<file path="src/rtl/sample_packer_pkg.sv">
`default_nettype none
// ============================================================================
// Module   : sample_packer_pkg
// Brief    : Mode encodings and mode predicates shared by the sample packer
//            and the test-pattern sources.
// Revision : 1.0 - initial release
// ============================================================================
package sample_packer_pkg;

  typedef logic [1:0] mode_t;

  localparam mode_t MODE_ADC_UNPACKED  = 2'd0;
  localparam mode_t MODE_ADC_PACKED    = 2'd1;
  localparam mode_t MODE_RAMP_UNPACKED = 2'd2;
  localparam mode_t MODE_RAMP_PACKED   = 2'd3;

  // Bit 0 of the mode selects bit-packing of the output stream.
  function automatic logic isPacked(input mode_t m);
    return m[0];
  endfunction

  // Bit 1 of the mode selects the internal ramp as the sample source.
  function automatic logic isRamp(input mode_t m);
    return m[1];
  endfunction

endpackage
`default_nettype wire

</file>
<file path="src/rtl/test_ramp_generator.sv">
`default_nettype none
// ============================================================================
// Module   : test_ramp_generator
// Brief    : Wrapping WIDTH-bit ramp counter advanced by STEP per enabled
//            cycle. A clear restarts the sequence at 0; a clear that arrives
//            together with enable means the 0 value is being consumed now,
//            so the counter lands on STEP.
// Revision : 1.0 - initial release
// ============================================================================
module test_ramp_generator #(
  parameter int WIDTH = 10,
  parameter int STEP  = 1
) (
  input  logic             clock,
  input  logic             nReset,
  input  logic             enable,
  input  logic             clear,
  output logic [WIDTH-1:0] value
);

  localparam logic [WIDTH-1:0] STEP_W = WIDTH'(STEP);

  logic [WIDTH-1:0] value_q;
  logic [WIDTH-1:0] value_d;

  // Next ramp value: restart on clear, otherwise advance when enabled.
  always_comb begin
    value_d = value_q;
    if (clear) begin
      value_d = enable ? STEP_W : '0;
    end else if (enable) begin
      value_d = value_q + STEP_W;
    end
  end

  // Ramp register, modulo 2^WIDTH by natural wrap.
  always_ff @(posedge clock or negedge nReset) begin
    if (!nReset) begin
      value_q <= '0;
    end else begin
      value_q <= value_d;
    end
  end

  assign value = value_q;

endmodule
`default_nettype wire

</file>
<file path="src/rtl/sample_packer.sv">
`default_nettype none
// ============================================================================
// Module   : sample_packer
// Brief    : Selects ADC or test-ramp samples and emits them either one per
//            output word or as a continuous LSB-first packed bit stream.
//            A mode change is deferred until no packed bits are outstanding.
// Revision : 1.0 - initial release
// ============================================================================
module sample_packer
  import sample_packer_pkg::*;
#(
  parameter  int ADC_WIDTH = 10,
  parameter  int OUT_WIDTH = 16,
  parameter  int RAMP_STEP = 1,
  localparam int CNT_W     = (OUT_WIDTH > 1) ? $clog2(OUT_WIDTH) : 1
) (
  input  logic                 clock,
  input  logic                 nReset,
  input  logic                 sampleValid,
  input  logic [ADC_WIDTH-1:0] adcData,
  input  logic [1:0]           mode,
  input  logic                 flush,
  output logic [OUT_WIDTH-1:0] dataOut,
  output logic                 dataValid,
  output logic [1:0]           activeMode,
  output logic [CNT_W-1:0]     bitCount
);

  // Largest live payload is OUT_WIDTH-1 held bits plus one new sample.
  localparam int               ACC_W   = OUT_WIDTH + ADC_WIDTH - 1;
  localparam int               N_W     = $clog2(OUT_WIDTH + ADC_WIDTH) + 1;
  localparam logic [N_W-1:0]   ADC_W_N = N_W'(ADC_WIDTH);
  localparam logic [N_W-1:0]   OUT_W_N = N_W'(OUT_WIDTH);

  logic [ACC_W-1:0]     acc_q,       acc_d;
  logic [CNT_W-1:0]     cnt_q,       cnt_d;
  mode_t                mode_q,      mode_d;
  logic [OUT_WIDTH-1:0] data_q,      data_d;
  logic                 valid_q,     valid_d;
  logic [OUT_WIDTH-1:0] pend_q,      pend_d;
  logic                 pendValid_q, pendValid_d;

  logic [ADC_WIDTH-1:0] w_ramp;
  logic [ADC_WIDTH-1:0] w_sample;
  logic                 w_rampStart;
  logic                 w_rampEn;
  logic [ACC_W-1:0]     w_combined;
  logic [N_W-1:0]       w_n;

  // Mode in effect this cycle: a request is only taken once the accumulator
  // and the pending word are both empty, so a word never mixes two modes.
  always_comb begin
    mode_d = mode_q;
    if ((cnt_q == '0) && !pendValid_q) begin
      mode_d = mode;
    end
  end

  // Entering a ramp mode restarts the ramp; the first sample is then 0.
  assign w_rampStart = isRamp(mode_d) && !isRamp(mode_q);
  assign w_rampEn    = sampleValid && isRamp(mode_d);

  test_ramp_generator #(
    .WIDTH (ADC_WIDTH),
    .STEP  (RAMP_STEP)
  ) u_ramp (
    .clock  (clock),
    .nReset (nReset),
    .enable (w_rampEn),
    .clear  (w_rampStart),
    .value  (w_ramp)
  );

  assign w_sample   = isRamp(mode_d) ? (w_rampStart ? '0 : w_ramp) : adcData;
  assign w_combined = acc_q | (ACC_W'(w_sample) << cnt_q);
  assign w_n        = N_W'(cnt_q) + ADC_W_N;

  // Pack / unpack datapath with flush and the one-entry pending word.
  always_comb begin
    acc_d       = acc_q;
    cnt_d       = cnt_q;
    data_d      = data_q;
    valid_d     = 1'b0;
    pend_d      = pend_q;
    pendValid_d = 1'b0;

    // A pending flush word always owns the output slot; it only exists when
    // the accumulator was just emptied, so no packed word can compete.
    if (pendValid_q) begin
      data_d  = pend_q;
      valid_d = 1'b1;
    end

    if (isPacked(mode_d)) begin
      if (sampleValid) begin
        if (w_n >= OUT_W_N) begin
          data_d  = w_combined[OUT_WIDTH-1:0];
          valid_d = 1'b1;
          acc_d   = w_combined >> OUT_WIDTH;
          cnt_d   = CNT_W'(w_n - OUT_W_N);
        end else begin
          acc_d = w_combined;
          cnt_d = CNT_W'(w_n);
        end
      end
      // Flush acts on the post-sample residue; it waits a cycle if the
      // output slot is already taken.
      if (flush && (cnt_d != '0)) begin
        if (valid_d) begin
          pend_d      = acc_d[OUT_WIDTH-1:0];
          pendValid_d = 1'b1;
        end else begin
          data_d  = acc_d[OUT_WIDTH-1:0];
          valid_d = 1'b1;
        end
        acc_d = '0;
        cnt_d = '0;
      end
    end else if (sampleValid) begin
      data_d  = OUT_WIDTH'(w_sample);
      valid_d = 1'b1;
    end
  end

  // State and registered outputs; reset discards any partial word.
  always_ff @(posedge clock or negedge nReset) begin
    if (!nReset) begin
      acc_q       <= '0;
      cnt_q       <= '0;
      mode_q      <= MODE_ADC_UNPACKED;
      data_q      <= '0;
      valid_q     <= 1'b0;
      pend_q      <= '0;
      pendValid_q <= 1'b0;
    end else begin
      acc_q       <= acc_d;
      cnt_q       <= cnt_d;
      mode_q      <= mode_d;
      data_q      <= data_d;
      valid_q     <= valid_d;
      pend_q      <= pend_d;
      pendValid_q <= pendValid_d;
    end
  end

  assign dataOut    = data_q;
  assign dataValid  = valid_q;
  assign activeMode = mode_q;
  assign bitCount   = cnt_q;

endmodule
`default_nettype wire

</file>
<file path="config.mk">
export PLATFORM = sky130hd
export DESIGN_NAME = sample_packer
export DESIGN_NICKNAME = d
export VERILOG_FILES = /design/src/rtl/sample_packer_pkg.sv /design/src/rtl/test_ramp_generator.sv /design/src/rtl/sample_packer.sv
export SDC_FILE = /design/constraint.sdc
export NUM_CORES = 1
export LEC_CHECK = 0
export BUFFER_PORTS_ARGS = -buffer_cell sky130_fd_sc_hd__buf_2
export CAP_MARGIN = 0
export CORE_MARGIN = 5
export CORE_UTILIZATION = 57
export CTS_BUF_LIST = sky130_fd_sc_hd__clkbuf_8
export CTS_CLUSTER_DIAMETER = 100
export DETAILED_ROUTE_END_ITERATION = 10
export PLACE_DENSITY = 0.88
export SLEW_MARGIN = 20
export SYNTH_ARGS = -nofsm -noshare
export SYNTH_HDL_FRONTEND = slang
export SYNTH_SLANG_ARGS = --single-unit
</file>
<file path="constraint.sdc">
create_clock -name clock -period 3.18 [get_ports clock]
set_input_delay 0.636 -clock clock [delete_from_list [all_inputs] [get_ports clock]]
set_output_delay 0.636 -clock clock [all_outputs]
set_load 0.01 [all_outputs]
</file>
==> impl_metrics.toml, run 1 <==
[status]
outcome = "completed"

[layout]
multi_input_area_um2 = 2610
final_common_cell = "dfrtp_1"
most-common-layout-cells = "dfrtp_1, nand2_1, o21ai_0"
syn_to_final_growth_pct = 12.6
final_nets = 580
fillers = 676
drive_gt1_frac = 0.171
antenna_cells = 0
ff_latch_area_um2 = 1850

[grt]
grt_pass1_wl_um = 22900
grtUsageTotal = 0.288
overflow = 0
grt_antenna_before_repair = 0
grt_max_degree = 75
grt_pass1_vias = 4427

[logic_synthesis]
yosysSeqAreaShare = 0.397
synth_compound_area_frac = 0.313
synthCells = 532
yosys.area_share.simple = 0.165
synth_nets = 550
synth_top_family_by_area = "compound AO/OA/AOI/OAI gates"
synthXorXnorAreaFrac = 0.0169
synth_seq_cells = 74
synth_enable_flop_cells = 0
synth.distinct_cells = 70
synth_fa_ha_area_frac = 0.00536
syn_area_per_cell_um2 = 8.77
ys_async_sr_fraction = 1.00
synth_area_um2 = 4670
ys.flop_type = "dfrtp_1"
synth_mux_area_frac = 0.0544
yosys_warnings = 0

[clocking]
cts_buffers = 9
clk_pin_slew_ns = 0.08
root_buffer = "clkbuf_8"
clkLatencyLatePin_ns = 0.36
cts_tree = "done"
cts.htree.levels = 3
clk_path_buf_depth = 2
numClockSinks = 74
postCtsHoldBufs = 0
cts_setup_buffers = 0

[place]
gp_congestion = 1.04
hpwl_um = 9810
dp_slack_ns = 0.300
io_buffer_count = 37

[routing]
drt-vias-per-instance = 7.00
drcViolationCount = 0
drtAntennaViolNets = 0
drtIter0Drc = 711
wl_um = 14200
dr_total_vias = 4701
drtPass1Iterations = 7
wl_per_cell_um = 21.2

[power_and_ir_drop]
pwr_density_cell_nw_per_um2 = 1050
power.leakage_uw = 0.00225
peakVddDrop_v = 0.000548
pwr-share-seq = 0.279
share_comb_of_total_power = 0.553
p_sw_uw = 2590
swShare = 0.470
p_clk_frac = 0.169
p_int_uw = 2920

[setup_path]
worst-path-buf-inv = 2
ff2ff_setup_slack_ns = 0.18
max_stage_delay_ns = 0.62
critPathSlowestCell = "a221oi_1"
critPathKind = "flip-flop to flip-flop"
crit_top_cell = "buf_4"
crit_chain = "buf_4 > nor4_4 > a21boi_1 > buf_4 > a221oi_1 > o31ai_1 > o311ai_0 > a22oi_1"
end_kind = "flip-flop"
r2r-end = "dataOut[14]"
worst-endpoint-required_ns = 3.40
critPathMaxFanout = 20
r2r-start = "bitCount[2]"
path_delay_family = "compound AO/OA/AOI/OAI gates"
critPathLaunchType = "flip-flop"
worstPathArrival_ns = 3.22
ff2ff_path_depth = 8

[sta]
tightest_slew_ns = 1.04
setup_viol = 0
setup_ws_ns = 0.183
rsz0062_at_grt = "false"
slew-limit-headroom = 0.297
clock.fmax_mhz = 334
period_share = 0.943
final-hold-violation-count = 0
period_minus_slack_ns = 3.00
finClkSkew_ns = 0.0103
drv_slew = 0
finalSetupTns_ns = 0

[job]
maxCapViolCount = 0

[floorplanning]
fp-row-count = 33
fp.coreArea_um2 = 8090
io_pins = 39
start_util = 0.577
die_w_um = 100
dieArea_um2 = 10100
die_y_um = 100

[min_path]
worstHoldPathType = "input port to asynchronous set/reset pin"
[power by group through the flow]
| stage | clock network (uW) | logic (uW) | registers [uW] |
|---|---|---|---|
| after floorplan | 0 | 2000 | 1510 |
| after global placement | 0 | 2850 | 1520 |
| after detailed placement | 0 | 2920 | 1540 |
| after CTS | 935 | 2940 | 1530 |
| after global routing | 973 | 3240 | 1580 |
| final | 930 | 3050 | 1540 |
[cell type report]
cell class / instances / share of cell area
Multi-Input combinational cell: 403 / 0.496
Sequential cell: 74 / 0.352
Tap cell: 105 / 0.0250
Inverter: 13 / 0.00928
Clock buffer: 10 / 0.0262
Timing Repair Buffer: 61 / 0.0700
Clock inverter: 6 / 0.0217
[routing by layer]
metal / wire length, um / track usage / vias to the layer above
li1: - / - / 2067
met1: 5650 / 0.390 / 2186
met2: 6560 / 0.452 / 364
met3: 1430 / 0.0616 / 84
met4: 610 / 0.113 / 0
met5: 0 / 0 / -
[cell families after synthesis]
kind of cell    after synthesis
fa+ha+maj                     2
mux                          22
compound gates              203
xor+xnor                      9
flops                        74
simple gates                166
buf+inv                      55
other cells                   1
[metrics by stage]
stage | hold slack (ns) | area, um^2 | power (uW) | instances | utilization
finish | 0.426 | 5260 | 5510 | 672 | 0.650
floorplan | 0.340 | 4670 | 3510 | 532 | -
global placement | 0.459 | 5000 | 4370 | 656 | 0.618
CTS | 0.448 | 5250 | 5400 | 672 | 0.649
global route | 0.501 | 5260 | 5800 | 672 | 0.650
detailed placement | 0.471 | 5000 | 4460 | 656 | 0.618
[sequential cells by signal, indices dropped and copies added (netlist names)]
name and count:
dataOut 16, activeMode 2, pend_q 16, pendValid_q 1
u_ramp.value 10, bitCount 3, acc_q 25, dataValid 1
[synth_stat cells, types with 9 or more instances]
master    number  share of area
a211oi_1       9          0.014
a21oi_1       27          0.029
and2_1        13          0.017
inv_1         10         0.0080
mux2i_1       15          0.032
nand2_1       61          0.049
clkbuf_1      32          0.026
nor3_1        13          0.014
o211ai_1      13          0.021
nor2_1        45          0.036
o21ai_0       48          0.051
o31ai_1       16          0.026
dfrtp_1       74           0.40
[repair_timing]
item                       in CTS  in global routing
setup endpoints to repair       0                  1
hold endpoints to repair        0                  0
resized for setup               0                  1
[how the worst max path moves through the flow]
stage                      from           to  slack, ns  cells after the start
finish              bitCount[2]  dataOut[14]       0.18                      8
global placement    bitCount[2]     acc_q[6]       0.36                      8
CTS                 bitCount[1]   dataOut[7]       0.26                      7
global route        bitCount[2]     acc_q[6]      0.004                      8
detailed placement  bitCount[1]   dataOut[7]       0.30                      7
floorplan           bitCount[2]    pend_q[0]       0.60                      7
No activity file was read; power rests on OpenSTA's default activity.
==> inputs of run 2 (changes only) <==
Settings changed: RECOVER_POWER set to 25.
==> run 2 against run 1 <==
The flow now finishes with violations (capacitance limit, slew limit). Flip-flop and latch count stayed put. Clock-buffer cell count stayed put. Maximum frequency hardly changed. Routed wire length is 0.13% lower. Clock skew hardly changed. Combinational power hardly changed. Final cell count stayed put. First-iteration DRC count stayed put. Via count is 0.43% higher. Critical path type unchanged. Largest cell class unchanged.
==> impl_metrics.toml, run 2 (same netlist as run 1, synthesis figures left out) <==
[clocking]
root_buffer = "clkbuf_8"
cts_tree = "done"
numClockSinks = 74
clk_path_buf_depth = 2
cts.htree.levels = 3
cts_resized = 0
clk_pin_slew_ns = 0.08
clkLatencyLatePin_ns = 0.36
cts_setup_buffers = 0
postCtsHoldBufs = 0
cts_buffers = 9

[layout]
antenna_cells = 0
top_register = "acc_q"
final_nets = 580
syn_to_final_growth_pct = 12.5
most-common-layout-cells = "dfrtp_1, nand2_1, o21ai_0"
fillers = 675
drive_gt1_frac = 0.171
largest_reg_flops = 25
final_common_cell = "dfrtp_1"

[sta]
slew-limit-headroom = -0.234
timing.hold.ws_ns = 0.491
setup_viol = 0
period_minus_slack_ns = 3.00
final-hold-violation-count = 0
rsz0062_at_grt = "false"
clock.fmax_mhz = 334
tightest_slew_ns = 1.85
drv_slew = 75
finClkSkew_ns = 0.0102
finalSetupTns_ns = 0
period_share = 0.942

[setup_path]
critPathSlowestCell = "a222oi_1"
worstSetupStartpoint = "bitCount[2]"
r2r-start = "bitCount[2]"
end_kind = "flip-flop"
worst-path-buf-inv = 3
crit_top_cell = "buf_4"
path_delay_family = "compound AO/OA/AOI/OAI gates"
critPathMaxFanout = 20
critPathKind = "flip-flop to flip-flop"
worst-endpoint-required_ns = 3.44
crit_chain = "buf_4 > nor4_4 > buf_4 > a21boi_4 > a22oi_2 > a222oi_1 > buf_4 > a221oi_1 > o32ai_1"
critPathLaunchType = "flip-flop"
worstPathArrival_ns = 3.25
max_stage_delay_ns = 0.57

[grt]
grtUsageTotal = 0.288
grt_antenna_before_repair = 0
grt_max_degree = 75
grt_pass1_wl_um = 22900
grt_pass1_vias = 4427
overflow = 0

[routing]
dr_total_vias = 4721
drtAntennaViolNets = 0
wl_um = 14200
wl_per_cell_um = 21.2
drtPass1Iterations = 6
drcViolationCount = 0
drtIter0Drc = 711
drt-vias-per-instance = 7.03

[place]
hpwl_um = 9810
io_buffer_count = 37
gp_congestion = 1.04

[min_path]
hp-start = "pend_q[15]"
worstHoldPathType = "flip-flop to flip-flop"

[floorplanning]
fp-row-count = 33
dieArea_um2 = 10100
io_pins = 39
die_w_um = 100
fp.coreArea_um2 = 8090
die_y_um = 100
start_util = 0.577

[power_and_ir_drop]
p_clk_frac = 0.169
share_comb_of_total_power = 0.553
peakVddDrop_v = 0.000546
power.leakage_uw = 0.00225
p_int_uw = 2920
pwr-share-seq = 0.279
p_sw_uw = 2590
pwr_density_cell_nw_per_um2 = 1050
swShare = 0.470

[status]
outcome = "finished, violations left"
failed_checks = "capacitance limit, slew limit"

[job]
maxCapViolCount = 1
==> run 2: changes by cell type in the layout (fill, tap and decap cells not counted) <==
cell,before,now
buf_4,25,24
clkbuf_2,0,1
==> run 2: worst paths after layout <==
kind	slack, ns	end	cells after the start
worst max-delay path	0.18	dataOut[7]	9
worst min-delay path	0.49	pend_q[15]	2
worst max register to register	0.18	dataOut[7]	9
worst min register to register	0.49	pend_q[15]	2
max in group asynchronous	1.32	acc_q[0]	1
min in group asynchronous	0.79	pend_q[9]	1
==> run 2: cell type report <==
class | instances | area (um^2) | share of cell area
Sequential cell | 74 | 1850 | 0.352
Inverter | 13 | 48.8 | 0.00929
Timing Repair Buffer | 61 | 365 | 0.0695
Clock inverter | 6 | 114 | 0.0217
Clock buffer | 10 | 138 | 0.0262
Tap cell | 105 | 131 | 0.0250
Multi-Input combinational cell | 403 | 2610 | 0.496
==> run 2: worst reg2reg max path: cells and delay by family (launching register included) <==
| kind | cells | cell delay, ns |
|---|---|---|
| buffers and inverters | 3 | 0.75 |
| AND/OR/NAND/NOR | 1 | 0.11 |
| flip-flops | 1 | 0.49 |
| AO/OA/AOI/OAI | 5 | 1.55 |
==> run 2: per-stage QoR <==
| stage | std cells | total power [uW] | setup slack, ns | util | area (um^2) |
|---|---|---|---|---|---|
| 4_1_cts | 672 | 5400 | 0.263 | 0.649 | 5250 |
| 6_report | 672 | 5510 | 0.184 | 0.649 | 5250 |
| 2_1_floorplan | 532 | 3510 | 0.599 | - | 4670 |
| 5_1_grt | 672 | 5800 | 0.00441 | 0.649 | 5250 |
| 3_5_place_dp | 656 | 4460 | 0.300 | 0.618 | 5000 |
| 3_3_place_gp | 656 | 4370 | 0.356 | 0.618 | 5000 |
==> run 2: power by group through the flow <==
stage	clock, uW	sequential (uW)	combinational [uW]
2_1_floorplan	0	1510	2000
3_3_place_gp	0	1520	2850
3_5_place_dp	0	1540	2920
4_1_cts	935	1530	2940
5_1_grt	973	1580	3240
6_report	930	1540	3050
==> run 2: metal layers <==
metal,share of wire,vias to the layer above,track usage
met3,0.099,80,0.0616
met2,0.46,362,0.452
met4,0.041,0,0.113
li1,-,2064,-
met1,0.40,2215,0.390
met5,0,-,0
==> inputs of run 3 (changes only) <==
Settings changed: GPL_TIMING_DRIVEN set to 0.
==> run 3 against run 2 <==
The flow still finishes with violations (capacitance limit, slew limit). Clock power decreased by 27%. Via count is 5.9% higher. Non-clock buffer count up 21. Clock skew fell by 0.0018 ns. Clock-buffer cell count fell by 1. Critical path depth is 1 lower. Cell area about the same. Sequential power about the same. Flip-flop and latch count did not move. Register-to-register slack got worse by 0.10 ns. Core utilization is essentially flat.
==> impl_metrics.toml, run 3 (same netlist as run 1, synthesis figures left out) <==
[status]
outcome = "finished, violations left"
failed_checks = "capacitance limit, slew limit"

[min_path]
worstHoldPathType = "flip-flop to flip-flop"

[routing]
drtIter0Drc = 650
drcViolationCount = 0
drtAntennaViolNets = 0
wl_um = 17600
wl_per_cell_um = 25.5
dr_total_vias = 4999
drtPass1Iterations = 6
drt-vias-per-instance = 7.21

[grt]
grt_pass1_vias = 4838
grtUsageTotal = 0.354
grt_max_degree = 41
grt_antenna_before_repair = 1
grt_pass1_wl_um = 27000
overflow = 0

[setup_path]
max_stage_delay_ns = 0.63
critPathMaxFanout = 10
worst-endpoint-required_ns = 3.43
end_kind = "flip-flop"
critPathKind = "flip-flop to flip-flop"
critPathSlowestCell = "clkbuf_1"
critPathLaunchType = "flip-flop"
crit_chain = "or4_1 > buf_2 > mux2i_4 > inv_2 > o211ai_1 > clkbuf_1 > nand2_1 > o41ai_1"
worstPathArrival_ns = 3.35

[sta]
finClkSkew_ns = 0.00843
final-hold-violation-count = 0
drv_slew = 35
period_share = 0.974
slew-limit-headroom = -0.423
clock.fmax_mhz = 323
tightest_slew_ns = 2.13
timing.hold.ws_ns = 0.488
period_minus_slack_ns = 3.10
setup_viol = 0
finalSetupTns_ns = 0

[layout]
most-common-layout-cells = "dfrtp_1, nand2_1, o21ai_0"
largest_reg_flops = 25
final_cell_area_um2 = 5260
final_nets = 601
antenna_cells = 0
syn_to_final_growth_pct = 12.6
top_register = "acc_q"
drive_gt1_frac = 0.153
final_common_cell = "dfrtp_1"

[power_and_ir_drop]
p_clk_frac = 0.123
fin_total_pwr_uw = 5530
peakVddDrop_v = 0.000513
p_int_uw = 2650
p_sw_uw = 2880
power.leakage_uw = 0.00222
swShare = 0.521
pwr_density_cell_nw_per_um2 = 1050
share_comb_of_total_power = 0.604
pwr-share-seq = 0.274

[floorplanning]
start_util = 0.577
fp.coreArea_um2 = 8090
fp-row-count = 33
die_w_um = 100
io_pins = 39
die_y_um = 100
dieArea_um2 = 10100

[clocking]
numClockSinks = 74
cts.htree.levels = 3
clk_pin_slew_ns = 0.08
clk_path_buf_depth = 2
cts_tree = "done"
postCtsHoldBufs = 0
cts_buffers = 9
clkLatencyLatePin_ns = 0.36
root_buffer = "clkbuf_8"

[place]
hpwl_um = 12700
io_buffer_count = 37
gp_congestion = 1.06
postPlaceCellArea_um2 = 5010

[job]
maxCapViolCount = 1
-- run 3: cell types whose count changed in the layout (fill, tap and decap cells not counted), sizes merged --
cell / delta
inv: +2
clkinv: +1
clkinvlp: +1
clkbuf: +31
bufinv: -3
buf: -11
-- run 3: cell type report --
| cell class | instances | area (um^2) |
|---|---|---|
| repair buffers | 40 | 219 |
| inverters | 13 | 48.8 |
| clock inverters | 7 | 45.0 |
| flip-flops and latches | 74 | 1850 |
| well taps | 105 | 131 |
| clock buffers | 9 | 124 |
| multi-input cells | 403 | 2650 |
| fillers | 722 | 2840 |
| plain buffers | 42 | 181 |
-- run 3: routing by layer --
| metal | GRT usage | vias to the layer above | part of all wire |
|---|---|---|---|
| li1 | - | 2105 | - |
| met1 | 0.454 | 2366 | 0.37 |
| met3 | 0.0837 | 111 | 0.12 |
| met4 | 0.210 | 2 | 0.057 |
| met2 | 0.545 | 415 | 0.45 |
| met5 | 0 | - | 0.00079 |
-- run 3: metrics by stage --
| step | util | setup slack, ns | cells |
|---|---|---|---|
| floorplan | - | 0.599 | 532 |
| global placement | 0.616 | -0.315 | 674 |
| detailed placement | 0.619 | -0.114 | 675 |
| CTS | 0.642 | 0.00100 | 691 |
| global route | 0.649 | -0.00382 | 693 |
| finish | 0.649 | 0.0822 | 693 |
-- run 3: worst max-delay path, delay by kind of cell (launching register included) --
family,cells,cell delay [ns]
AO/OA/AOI/OAI,2,0.33
flip-flops,1,0.52
buffers and inverters,3,1.02
AND/OR/NAND/NOR,2,0.67
multiplexers,1,0.43
-- run 3: worst paths after layout --
check / cells after the start / to / from / slack [ns]
worst min register to register: 1 / acc_q[23] / acc_q[23] / 0.49
min in group asynchronous: 1 / dataOut[15] / nReset / 0.88
worst min-delay path: 1 / acc_q[23] / acc_q[23] / 0.49
worst max-delay path: 8 / pend_q[10] / bitCount[2] / 0.08
max in group asynchronous: 1 / acc_q[19] / nReset / 1.07
worst max register to register: 8 / pend_q[10] / bitCount[2] / 0.08
-- run 3: power groups by stage --
| stage | Sequential (uW) | Clock [uW] | Combinational (uW) |
|---|---|---|---|
| 3_5_place_dp | 1510 | 0 | 3080 |
| 5_1_grt | 1540 | 699 | 3520 |
| 6_report | 1510 | 680 | 3340 |
| 2_1_floorplan | 1510 | 0 | 2000 |
| 3_3_place_gp | 1490 | 0 | 3010 |
| 4_1_cts | 1500 | 664 | 3110 |
-- run 3: timing repair --
item,in CTS,in global routing
pin swaps,0,1
setup endpoints to repair,16,28
setup buffers,0,2
gates resized for setup,2,16
